==> config.mk <==
export PLATFORM = sky130hd
export DESIGN_NAME = serial_adder_flat
export DESIGN_NICKNAME = d
export VERILOG_FILES = /design/src/rtl/serial_adder_pkg.sv /design/src/rtl/serial_adder_if.sv /design/src/rtl/serial_adder_full_adder_bit.sv /design/src/rtl/serial_adder.sv /design/src/flat_wrapper.sv
export SDC_FILE = /design/constraint.sdc
export NUM_CORES = 1
export LEC_CHECK = 0
export ABC_AREA = 1
export ABC_CLOCK_PERIOD_IN_PS = 2400
export CORE_MARGIN = 2
export CORE_UTILIZATION = 48
export CTS_CLUSTER_DIAMETER = 50
export CTS_CLUSTER_SIZE = 40
export DETAILED_ROUTE_END_ITERATION = 12
export GPL_TIMING_DRIVEN = 0
export PLACE_DENSITY = 0.84
export SETUP_SLACK_MARGIN = 0.02
export SLEW_MARGIN = 10
export SYNTH_ARGS = -nofsm -noshare
export SYNTH_HDL_FRONTEND = slang
export SYNTH_SLANG_ARGS = --single-unit
export TNS_END_PERCENT = 20
==> constraint.sdc <==
create_clock -name clk -period 2.4 [get_ports clk]
set_input_delay 0.72 -clock clk [delete_from_list [all_inputs] [get_ports clk]]
set_output_delay 0.72 -clock clk [all_outputs]
set_load 0.05 [all_outputs]
==> src/rtl/serial_adder_pkg.sv <==
// Shared types and helpers for the bit-serial adder.
package serial_adder_pkg;

  typedef enum logic [1:0] {
    ST_IDLE = 2'd0,
    ST_RUN  = 2'd1,
    ST_DONE = 2'd2
  } state_e;

  // Bit-counter width; clamped to 1 so tiny WIDTH values still give a legal vector.
  function automatic int unsigned cnt_width(input int unsigned width);
    return (width < 2) ? 1 : $clog2(width);
  endfunction

endpackage

==> src/rtl/serial_adder_if.sv <==
// Operand/result bus of the bit-serial adder.
// The ovf signal exists only when SERIAL_ADDER_OVF_EN is defined.
interface serial_adder_if #(
  parameter int unsigned WIDTH = 8
);
  logic             start;
  logic [WIDTH-1:0] a;
  logic [WIDTH-1:0] b;
  logic             cin;
  logic             busy;
  logic             done;
  logic [WIDTH-1:0] sum;
  logic             cout;
`ifdef SERIAL_ADDER_OVF_EN
  logic             ovf;

  modport master (output start, a, b, cin, input busy, done, sum, cout, ovf);
  modport slave  (input start, a, b, cin, output busy, done, sum, cout, ovf);
`else
  modport master (output start, a, b, cin, input busy, done, sum, cout);
  modport slave  (input start, a, b, cin, output busy, done, sum, cout);
`endif
endinterface

==> src/rtl/serial_adder_full_adder_bit.sv <==
// Purely combinational one-bit full adder cell.
module full_adder_bit (
  input  logic a_i,
  input  logic b_i,
  input  logic cin_i,
  output logic s_o,
  output logic cout_o
);
  assign s_o    = a_i ^ b_i ^ cin_i;
  assign cout_o = (a_i & b_i) | (cin_i & (a_i ^ b_i));
endmodule

==> src/rtl/serial_adder.sv <==
// Bit-serial ripple adder: one full-adder cell, LSB first, one bit per clock.
// Optional signed overflow output is enabled by SERIAL_ADDER_OVF_EN.
module serial_adder
  import serial_adder_pkg::*;
#(
  parameter int unsigned WIDTH = 8
) (
  input  logic           clk,
  input  logic           rst_n,
  serial_adder_if.slave  bus
);

  localparam int unsigned CNT_W = cnt_width(WIDTH);
  localparam logic [CNT_W-1:0] LAST_CNT = CNT_W'(WIDTH - 1);

  state_e             state_q, state_d;
  logic [WIDTH-1:0]   a_q, a_d;
  logic [WIDTH-1:0]   b_q, b_d;
  logic [WIDTH-1:0]   res_q, res_d;
  logic [WIDTH-1:0]   sum_q, sum_d;
  logic [CNT_W-1:0]   cnt_q, cnt_d;
  logic               carry_q, carry_d;
  logic               busy_q, busy_d;
  logic               done_q, done_d;
  logic               cout_q, cout_d;
`ifdef SERIAL_ADDER_OVF_EN
  logic               ovf_q, ovf_d;
`endif

  logic fa_s;
  logic fa_co;

  full_adder_bit u_fa (
    .a_i    (a_q[0]),
    .b_i    (b_q[0]),
    .cin_i  (carry_q),
    .s_o    (fa_s),
    .cout_o (fa_co)
  );

  always_ff @(posedge clk) begin
    if (!rst_n) begin
      state_q <= ST_IDLE;
      a_q     <= '0;
      b_q     <= '0;
      res_q   <= '0;
      sum_q   <= '0;
      cnt_q   <= '0;
      carry_q <= 1'b0;
      busy_q  <= 1'b0;
      done_q  <= 1'b0;
      cout_q  <= 1'b0;
`ifdef SERIAL_ADDER_OVF_EN
      ovf_q   <= 1'b0;
`endif
    end else begin
      state_q <= state_d;
      a_q     <= a_d;
      b_q     <= b_d;
      res_q   <= res_d;
      sum_q   <= sum_d;
      cnt_q   <= cnt_d;
      carry_q <= carry_d;
      busy_q  <= busy_d;
      done_q  <= done_d;
      cout_q  <= cout_d;
`ifdef SERIAL_ADDER_OVF_EN
      ovf_q   <= ovf_d;
`endif
    end
  end

  // Next state and datapath; results only move on the RUN->DONE edge.
  always_comb begin
    state_d = state_q;
    a_d     = a_q;
    b_d     = b_q;
    res_d   = res_q;
    sum_d   = sum_q;
    cnt_d   = cnt_q;
    carry_d = carry_q;
    done_d  = 1'b0;
    cout_d  = cout_q;
`ifdef SERIAL_ADDER_OVF_EN
    ovf_d   = ovf_q;
`endif

    case (state_q)
      ST_IDLE, ST_DONE: begin
        if (bus.start) begin
          state_d = ST_RUN;
          a_d     = bus.a;
          b_d     = bus.b;
          carry_d = bus.cin;
          cnt_d   = '0;
          res_d   = '0;
        end else begin
          state_d = ST_IDLE;
        end
      end
      ST_RUN: begin
        carry_d = fa_co;
        a_d     = a_q >> 1;
        b_d     = b_q >> 1;
        res_d   = {fa_s, res_q[WIDTH-1:1]};
        if (cnt_q == LAST_CNT) begin
          state_d = ST_DONE;
          done_d  = 1'b1;
          sum_d   = {fa_s, res_q[WIDTH-1:1]};
          cout_d  = fa_co;
`ifdef SERIAL_ADDER_OVF_EN
          // carry_q is the carry into the MSB at this point
          ovf_d   = carry_q ^ fa_co;
`endif
        end else begin
          cnt_d = cnt_q + CNT_W'(1);
        end
      end
      default: state_d = ST_IDLE;
    endcase

    busy_d = (state_d == ST_RUN);
  end

  assign bus.busy = busy_q;
  assign bus.done = done_q;
  assign bus.sum  = sum_q;
  assign bus.cout = cout_q;
`ifdef SERIAL_ADDER_OVF_EN
  assign bus.ovf  = ovf_q;
`endif

endmodule

==> src/flat_wrapper.sv <==
// flat-port wrapper written by rule: the top's interface ports become plain ports
module serial_adder_flat import serial_adder_pkg::*;
#(
  parameter int unsigned WIDTH = 8
)
  (clk, rst_n, bus_start, bus_a, bus_b, bus_cin, bus_busy, bus_done, bus_sum, bus_cout);
  serial_adder_if #(.WIDTH(WIDTH)) bus_i ();
  input  logic clk;
  input  logic rst_n;
  input wire logic [$bits(bus_i.start)-1:0] bus_start;
  input wire logic [$bits(bus_i.a)-1:0] bus_a;
  input wire logic [$bits(bus_i.b)-1:0] bus_b;
  input wire logic [$bits(bus_i.cin)-1:0] bus_cin;
  output wire logic [$bits(bus_i.busy)-1:0] bus_busy;
  output wire logic [$bits(bus_i.done)-1:0] bus_done;
  output wire logic [$bits(bus_i.sum)-1:0] bus_sum;
  output wire logic [$bits(bus_i.cout)-1:0] bus_cout;
  assign bus_i.start = bus_start;
  assign bus_i.a = bus_a;
  assign bus_i.b = bus_b;
  assign bus_i.cin = bus_cin;
  assign bus_busy = bus_i.busy;
  assign bus_done = bus_i.done;
  assign bus_sum = bus_i.sum;
  assign bus_cout = bus_i.cout;
  serial_adder #(.WIDTH(WIDTH)) u_core (.clk(clk), .rst_n(rst_n), .bus(bus_i));
endmodule
==> results.py, run 1 <==
metrics = {
    "min_path": {
        "hold_path_class": "flop to flop",
    },
    "synthesis": {
        "netlist_area_mm2": 0.00175,
        "synthCells": 230,
        "yosysSeqAreaShare_pct": 45.8,
        "synthesis.nets": 253,
        "synth_seq_cells": 40,
        "syn-mean-instance-area_um2": 7.59,
        "synth_cell_types": 24,
        "yosysWarnings": 0,
    },
    "clocking": {
        "cts_root_buf": "clkbuf_4",
        "postCtsSetupRepairBufs": 0,
        "postCtsHoldBufs": 0,
        "cts_made_buffers": 5,
        "cts_buffer_depth": 2,
        "cts_sinks": 40,
        "post_cts_resized": 0,
        "htree_levels": 2,
        "tritoncts": "built",
        "clkLatencyLatePin_ns": 0.35,
        "clkSlewWorstSetupHoldPaths_ns": 0.12,
    },
    "worst_setup_path": {
        "critPathCaptureType": "primary output",
        "cp.arrival_ns": 1.51,
        "slowest_delay_ns": 0.81,
        "crit_chain": "clkdlybuf4s50_1",
        "cp_slowest_cell": "clkdlybuf4s50_1",
        "worstSetupStartpointType": "flop",
        "worst_ep_required_time_ns": 1.68,
        "cp_max_fo": 2,
        "cp_top_family": "buffers and inverters",
        "path_buf_inv": 1,
        "worstSetupPathType": "flop to primary output",
    },
    "sta": {
        "fmax_mhz": 449,
        "setup-tns-final_ns": 0,
        "maxSlewHeadroom_pct": 66.2,
        "grt_setup_unrepaired": "no",
        "final-hold-violation-count": 0,
        "setup_viol": 0,
        "slew_viol_final": 0,
        "period_share_pct": 92.7,
        "fin_skew_ns": 0.0110,
        "min_period_ns": 2.23,
        "tightest_slew_ns": 0.505,
    },
    "power": {
        "p_leak_nw": 0.916,
        "intPower_mw": 0.946,
        "p_sw_mw": 0.363,
        "ir_drop_mv": 0.371,
        "pwr-share-comb_pct": 17.8,
        "switching_share_pct": 27.8,
        "seqPwrFrac_pct": 54.4,
        "totalPowerFinal_mw": 1.31,
        "p_clk_share_pct": 27.7,
        "power_density_mw_per_mm2": 607,
    },
    "detailed_routing": {
        "wl_per_cell_um": 11.4,
        "postRouteAntennaNets": 0,
        "vias": 1567,
        "drcViolationCount": 0,
        "drt-initial-drc-count": 130,
        "drt-total-wl_um": 3570,
        "dr.pass1.iters": 4,
        "via_per_inst": 5.01,
    },
    "job": {
        "cap_viol_max_count": 0,
    },
    "global_route": {
        "grt_first_pass_wirelength_um": 5950,
        "antenna_found_initial": 0,
        "grt_pass1_vias": 1392,
        "grt_max_degree": 13,
        "track_usage_pct": 18.5,
        "grt_overflow": 0,
    },
    "place": {
        "placed_area_mm2": 0.00209,
        "gp_congestion": 0.813,
        "placement.io_buffers": 29,
        "dp_hpwl_um": 2550,
    },
    "floorplanning": {
        "fp.dieW_um": 64.3,
        "start_util_pct": 51.1,
        "io_pins": 31,
        "die_h_um": 64.3,
        "dieArea_mm2": 0.00414,
        "coreArea_mm2": 0.00342,
        "rows": 21,
    },
    "final_layout": {
        "layout-drive-gt1-share_pct": 11.2,
        "final_area_mm2": 0.00216,
        "syn_to_final_growth_pct": 23.5,
        "n_antenna_cell": 0,
        "layout.nets": 289,
    },
    "outcome": {
        "status": "completed",
    },
}
## synth_stat cells
cell type,number,area share (%)
nand3_1,49,14
dfxtp_1,40,46
nand2_1,40,8.6
inv_1,22,4.7
nor2_1,21,4.5
nor3_1,14,4.0
a21oi_1,13,3.7
buf_4,4,1.7
buf_6,4,2.6
buf_2,3,0.86
o21ai_0,3,0.86
ha_1,2,1.4
inv_2,2,0.43
nand2_2,2,0.72
nand2_4,2,1.3
a21oi_2,1,0.50
buf_1,1,0.21
buf_8,1,0.86
clkinv_2,1,0.29
fa_1,1,1.1
inv_6,1,0.50
nand3b_1,1,0.43
nor2_2,1,0.36
or2_2,1,0.36
## registers in the layout, indices dropped and copies added (netlist names)
signal	flops
u_core.a_q	8
u_core.cnt_q	3
u_core.bus.sum	8
u_core.bus.done	1
u_core.bus.cout	1
u_core.state_q	2
u_core.b_q	8
u_core.bus.busy	1
u_core.carry_q	1
u_core.res_q	7
## cells in the final DEF (no fill, tap or decap), types with 2 or more instances in the layout
master,n
buf_4,4
o21ai_0,3
clkdlybuf4s50_1,29
dfxtp_1,40
inv_1,22
a21oi_1,13
buf_6,4
buf_2,3
nor3_1,14
clkbuf_4,5
nand3_1,49
nand2_2,2
inv_2,2
nand2_1,40
nand2_4,2
nor2_1,21
ha_1,2
## power by group through the flow
stage	Combinational (mW)	Sequential, mW	Clock (mW)
4_1_cts	0.234	0.713	0.369
5_1_grt	0.261	0.717	0.408
2_1_floorplan	0.158	0.730	0
6_report	0.234	0.713	0.363
3_3_place_gp	0.228	0.727	0
3_5_place_dp	0.232	0.728	0
## per-stage QoR
| step | hold slack, ns | setup WS, ns | cells | utilization [%] |
|---|---|---|---|---|
| detailed placement | 0.453 | 0.465 | 305 | 61.3 |
| floorplan | 0.440 | 1.02 | 230 | - |
| global route | 0.493 | 0.104 | 313 | 63.2 |
| finish | 0.474 | 0.174 | 313 | 63.2 |
| CTS | 0.477 | 0.155 | 313 | 63.2 |
| global placement | 0.461 | 0.476 | 305 | 61.3 |
## path summary, 6_finish.rpt
kind	startpoint	to	slack, ns	depth (start not counted)
setup / recovery	u_core.bus.sum[6]	bus_sum[6]	0.17	1
hold / removal	u_core.res_q[3]	u_core.bus.sum[2]	0.47	2
setup reg to reg	u_core.a_q[0]	u_core.res_q[7]	1.01	4
hold reg to reg	u_core.res_q[3]	u_core.bus.sum[2]	0.47	2
## cell families (layout without fill, tap and decap cells)
family | Yosys count | count (layout) | synth area share [%]
buffers and inverters | 39 | 76 | 12.2
AO/OA/AOI/OAI | 17 | 17 | 5.09
AND/OR/NAND/NOR | 131 | 131 | 34.3
flip-flops | 40 | 40 | 45.8
adder cells (fa/ha/maj) | 3 | 3 | 2.58
## metal layers
metal  track usage [%]  part of all wire, %  routed length, µm  vias up
met2              30.1                   47               1660       34
met3              5.63                  5.2                187        5
li1                  -                    -                  -      812
met1              22.8                   47               1690      716
met4              7.18                 0.92                 33        0
met5                 0                    0                  0        -
## final cells by class
class	count	area, µm²
Fill cell	311	1260
Sequential cell	40	801
Multi-Input combinational cell	151	733
Timing Repair Buffer	29	290
Buffer	13	109
Inverter	26	104
Tap cell	46	57.6
Clock buffer	7	55.1
Clock inverter	1	7.51
No activity file was read; power rests on OpenSTA's default activity.
==> run 2, diff against run 1 <==
--- a/config.mk
+++ b/config.mk
@@ -5,7 +5,6 @@
 export SDC_FILE = /design/constraint.sdc
 export NUM_CORES = 1
 export LEC_CHECK = 0
-export ABC_AREA = 1
 export ABC_CLOCK_PERIOD_IN_PS = 2400
 export CORE_MARGIN = 2
 export CORE_UTILIZATION = 48
@@ -13,7 +12,7 @@
 export CTS_CLUSTER_SIZE = 40
 export DETAILED_ROUTE_END_ITERATION = 12
 export GPL_TIMING_DRIVEN = 0
-export PLACE_DENSITY = 0.84
+export PLACE_DENSITY = 0.85
 export SETUP_SLACK_MARGIN = 0.02
 export SLEW_MARGIN = 10
 export SYNTH_ARGS = -nofsm -noshare
==> run 2 against run 1 <==
  * First-iteration DRC count decreased by 58%
  * Non-clock buffer count grew 1
  * Register-to-register slack worse by 0.16 ns
  * Sequential power about the same
  * Critical path type unchanged
  * Critical endpoint is now bus_sum[3]
  * Highest routed layer unchanged
==> results.py, run 2 <==
metrics = {
    "sta": {
        "period_share_pct": 92.8,
        "setup_viol": 0,
        "grt_setup_unrepaired": "no",
        "setup-tns-final_ns": 0,
        "slew_viol_final": 0,
        "fin_skew_ns": 0.00696,
        "tightest_slew_ns": 0.498,
        "final-hold-violation-count": 0,
        "min_period_ns": 2.23,
        "maxSlewHeadroom_pct": 66.7,
        "fmax_mhz": 449,
    },
    "synthesis": {
        "synth_edf_count": 0,
        "synthesis.nets": 214,
        "synthTopCellsByArea": "dfxtp_1, nand2_1, a21boi_0",
        "synth-async-reset-ratio_pct": 0,
        "synth_ff_type": "dfxtp_1",
        "synth_most_common_cell": "nand2_1",
        "synthCells": 191,
        "yosysWarnings": 0,
        "synth_area_leader_cell": "dfxtp_1",
        "synth_commonest_cells": "nand2_1, dfxtp_1, a31oi_1, o21ai_0, a21boi_0",
        "synth_seq_cells": 40,
        "netlist_area_mm2": 0.00163,
        "yosysSeqAreaShare_pct": 49.2,
        "syn-mean-instance-area_um2": 8.52,
        "synth_top_area_share_pct": 49.2,
        "synth_cell_types": 26,
    },
    "outcome": {
        "status": "completed",
    },
    "worst_setup_path": {
        "cp.arrival_ns": 1.51,
        "worstSetupPathType": "flop to primary output",
        "worstSetupStartpointType": "flop",
        "cp_max_fo": 2,
        "critPathCaptureType": "primary output",
        "cp_slowest_cell": "clkdlybuf4s50_1",
        "cp_top_family": "buffers and inverters",
        "slowest_delay_ns": 0.80,
        "worst_ep_required_time_ns": 1.68,
        "path_buf_inv": 1,
        "crit_chain": "clkdlybuf4s50_1",
    },
    "clocking": {
        "postCtsSetupRepairBufs": 0,
        "post_cts_resized": 0,
        "clkSlewWorstSetupHoldPaths_ns": 0.11,
        "tritoncts": "built",
        "cts_made_buffers": 5,
        "clkLatencyLatePin_ns": 0.35,
        "htree_levels": 2,
        "cts_root_buf": "clkbuf_4",
        "cts_buffer_depth": 2,
        "postCtsHoldBufs": 0,
        "cts_sinks": 40,
    },
    "final_layout": {
        "syn_to_final_growth_pct": 25.0,
        "layout.nets": 250,
        "final_area_mm2": 0.00203,
        "layout-drive-gt1-share_pct": 6.58,
        "final_cells": 274,
        "layout_commonest_cell": "nand2_1",
        "mostFrequentLayoutCells": "nand2_1, dfxtp_1, clkdlybuf4s50_1",
        "fill_cells": 303,
        "n_antenna_cell": 0,
    },
    "place": {
        "dp_cells": 266,
        "gp_congestion": 0.787,
        "dp_hpwl_um": 2440,
        "placed_area_mm2": 0.00198,
        "placement.io_buffers": 29,
    },
    "power": {
        "p_leak_nw": 0.751,
        "power_density_mw_per_mm2": 608,
        "ir_drop_mv": 0.314,
    },
    "global_route": {
        "grt_pass1_vias": 1352,
        "grt_max_degree": 12,
        "antenna_found_initial": 0,
        "grt_overflow": 0,
        "grt_first_pass_wirelength_um": 5950,
        "track_usage_pct": 19.2,
    },
    "detailed_routing": {
        "wl_per_cell_um": 12.5,
        "drt-initial-drc-count": 54,
        "dr.pass1.iters": 4,
        "drt-total-wl_um": 3420,
        "drcViolationCount": 0,
        "vias": 1419,
        "via_per_inst": 5.18,
        "postRouteAntennaNets": 0,
    },
    "floorplanning": {
        "die_h_um": 62.2,
        "coreArea_mm2": 0.00328,
        "io_pins": 31,
        "dieArea_mm2": 0.00387,
        "start_util_pct": 49.6,
        "fp.dieW_um": 62.2,
        "rows": 21,
    },
    "min_path": {
        "hold_path_class": "flop to flop",
    },
    "job": {
        "cap_viol_max_count": 0,
    },
}
-- run 2: final cells by class --
cell class,count,area (µm²),area share (%)
flip-flops and latches,40,801,39.4
plain buffers,14,67.6,3.32
repair buffers,29,290,14.3
clock buffers,8,58.8,2.89
multi-input cells,134,748,36.8
well taps,46,57.6,2.83
inverters,3,11.3,0.554
-- run 2: power breakdown --
part	total, mW	internal (mW)	switching [mW]
Combinational	0.164	0.0768	0.0873
Sequential	0.714	0.696	0.0174
Clock	0.359	0.145	0.214
-- run 2: logic make-up (layout without fill, tap and decap cells) --
group,Yosys count,in the layout,share of synthesized area [%]
simple gates,78,78,21.6
compound gates,53,53,21.6
flops,40,40,49.2
buf+inv,17,54,4.84
fa+ha+maj,3,3,2.77
-- run 2: layer usage --
layer	GRT usage (%)	up-vias	share of wire, %
met5	0	-	0
met3	4.53	5	5.1
met4	7.78	0	1.2
met1	23.5	656	47
met2	32.7	38	47
li1	-	720	-
-- run 2: final timing paths --
| kind | startpoint | to | slack [ns] | cells after the start |
|---|---|---|---|---|
| worst max-delay path | u_core.bus.sum[3] | bus_sum[3] | 0.17 | 1 |
| worst max register to register | u_core.cnt_q[0] | u_core.cnt_q[0] | 0.85 | 5 |
| worst min-delay path | u_core.bus.sum[0] | u_core.bus.sum[0] | 0.47 | 2 |
| worst min register to register | u_core.bus.sum[0] | u_core.bus.sum[0] | 0.47 | 2 |
-- run 2: per-stage QoR --
| stage | utilization, % | power, mW | hold WS [ns] | setup slack [ns] |
|---|---|---|---|---|
| finish | 61.9 | 1.24 | 0.470 | 0.172 |
| global route | 61.9 | 1.30 | 0.495 | 0.114 |
| CTS | 61.9 | 1.24 | 0.475 | 0.161 |
| detailed placement | 60.2 | 0.893 | 0.459 | 0.234 |
| global placement | 60.2 | 0.888 | 0.450 | 0.264 |
| floorplan | - | 0.829 | 0.440 | 0.899 |
==> run 3, diff against run 2 <==
--- a/config.mk
+++ b/config.mk
@@ -12,6 +12,7 @@
 export CTS_CLUSTER_SIZE = 40
 export DETAILED_ROUTE_END_ITERATION = 12
 export GPL_TIMING_DRIVEN = 0
+export MAX_ROUTING_LAYER = met4
 export PLACE_DENSITY = 0.85
 export SETUP_SLACK_MARGIN = 0.02
 export SLEW_MARGIN = 10
==> run 3 against run 2 <==
  * Sequential power barely moved
  * Via count fell by 0.63%
  * Hold slack barely moved
  * Combinational power barely moved
  * Fmax barely moved
  * Critical path depth did not move
  * Final area did not move
  * Total power barely moved
  * Critical endpoint unchanged
==> results.py, run 3 (same netlist as run 2, synthesis figures left out) <==
metrics = {
    "outcome": {
        "status": "completed",
    },
    "clocking": {
        "tritoncts": "built",
        "cts_made_buffers": 5,
        "postCtsHoldBufs": 0,
        "cts_root_buf": "clkbuf_4",
        "clkSlewWorstSetupHoldPaths_ns": 0.12,
        "postCtsSetupRepairBufs": 0,
        "clkLatencyLatePin_ns": 0.35,
        "htree_levels": 2,
        "cts_sinks": 40,
        "cts_buffer_depth": 2,
        "post_cts_resized": 0,
    },
    "detailed_routing": {
        "dr.pass1.iters": 4,
        "drt-initial-drc-count": 59,
        "postRouteAntennaNets": 0,
        "via_per_inst": 5.15,
        "wl_met3_um": 193,
        "drt-total-wl_um": 3440,
        "wl_per_cell_um": 12.5,
        "wl_met2_um": 1590,
        "drcViolationCount": 0,
        "wl_met1_um": 1620,
        "top_layer": "met4",
        "vias": 1410,
    },
    "job": {
        "cap_viol_max_count": 0,
    },
    "power": {
        "p_leak_nw": 0.751,
        "ir_drop_mv": 0.313,
        "power_density_mw_per_mm2": 608,
    },
    "sta": {
        "min_period_ns": 2.23,
        "fmax_mhz": 449,
        "fin_skew_ns": 0.00896,
        "period_share_pct": 92.8,
        "maxSlewHeadroom_pct": 66.7,
        "tightest_slew_ns": 0.498,
        "final-hold-violation-count": 0,
        "timing.hold.ws_ns": 0.470,
        "slew_viol_final": 0,
        "setup-tns-final_ns": 0,
        "grt_setup_unrepaired": "no",
        "setup_viol": 0,
    },
    "final_layout": {
        "layout_commonest_cell": "nand2_1",
        "mostFrequentLayoutCells": "nand2_1, dfxtp_1, clkdlybuf4s50_1",
        "layout-drive-gt1-share_pct": 6.58,
        "n_antenna_cell": 0,
        "layout.nets": 250,
        "final_util_pct": 61.9,
        "fill_cells": 303,
        "syn_to_final_growth_pct": 25.0,
    },
    "worst_setup_path": {
        "path_buf_inv": 1,
        "cp_slowest_cell": "clkdlybuf4s50_1",
        "cp.arrival_ns": 1.51,
        "cp_top_family": "buffers and inverters",
        "cp_max_fo": 2,
        "worstSetupStartpointType": "flop",
        "critPathCaptureType": "primary output",
        "worstSetupPathType": "flop to primary output",
        "worst_ep_required_time_ns": 1.68,
        "crit_chain": "clkdlybuf4s50_1",
        "slowest_delay_ns": 0.80,
    },
    "floorplanning": {
        "die_h_um": 62.2,
        "rows": 21,
        "dieArea_mm2": 0.00387,
        "fp.dieW_um": 62.2,
        "start_util_pct": 49.6,
        "io_pins": 31,
        "coreArea_mm2": 0.00328,
    },
    "global_route": {
        "track_usage_pct": 19.8,
        "antenna_found_initial": 0,
        "grt_overflow": 0,
        "grt_max_degree": 12,
        "grt_pass1_vias": 1350,
        "grt_first_pass_wirelength_um": 5950,
    },
    "min_path": {
        "hold_path_class": "flop to flop",
    },
    "place": {
        "placement.io_buffers": 29,
        "dp_hpwl_um": 2440,
        "gp_congestion": 0.798,
    },
}
run 3: final cells by class:
| cell class | instances | area [µm²] | share of cell area (%) |
|---|---|---|---|
| multi-input cells | 134 | 748 | 36.8 |
| clock buffers | 8 | 58.8 | 2.89 |
| flip-flops and latches | 40 | 801 | 39.4 |
| inverters | 3 | 11.3 | 0.554 |
| well taps | 46 | 57.6 | 2.83 |
| plain buffers | 14 | 67.6 | 3.32 |
| repair buffers | 29 | 290 | 14.3 |
run 3: where the power goes:
group          total, mW  internal [mW]  switching, mW  leakage [nW]
clock network      0.359          0.145          0.214        0.0326
registers          0.714          0.696         0.0173         0.327
logic              0.164         0.0768         0.0872         0.392
total               1.24          0.918          0.319         0.751
run 3: routing by layer:
| layer | global-route usage, % | vias to the layer above |
|---|---|---|
| met1 | 23.7 | 647 |
| li1 | - | 722 |
| met5 | - | - |
| met3 | 4.17 | 4 |
| met2 | 32.7 | 37 |
| met4 | 7.78 | 0 |
run 3: final timing paths:
check / from / to / slack, ns / depth (start not counted)
worst max register to register: u_core.cnt_q[0] / u_core.cnt_q[0] / 0.86 / 5
worst max-delay path: u_core.bus.sum[3] / bus_sum[3] / 0.17 / 1
worst min-delay path: u_core.bus.sum[0] / u_core.bus.sum[0] / 0.47 / 2
worst min register to register: u_core.bus.sum[0] / u_core.bus.sum[0] / 0.47 / 2
run 3: stage by stage:
step / total power [mW] / cell area, µm² / worst slack, ns / std cells
2_1_floorplan: 0.829 / 1630 / 0.899 / 191
3_3_place_gp: 0.888 / 1980 / 0.264 / 266
3_5_place_dp: 0.893 / 1980 / 0.234 / 266
4_1_cts: 1.24 / 2030 / 0.161 / 274
5_1_grt: 1.30 / 2030 / 0.114 / 274
6_report: 1.24 / 2030 / 0.172 / 274
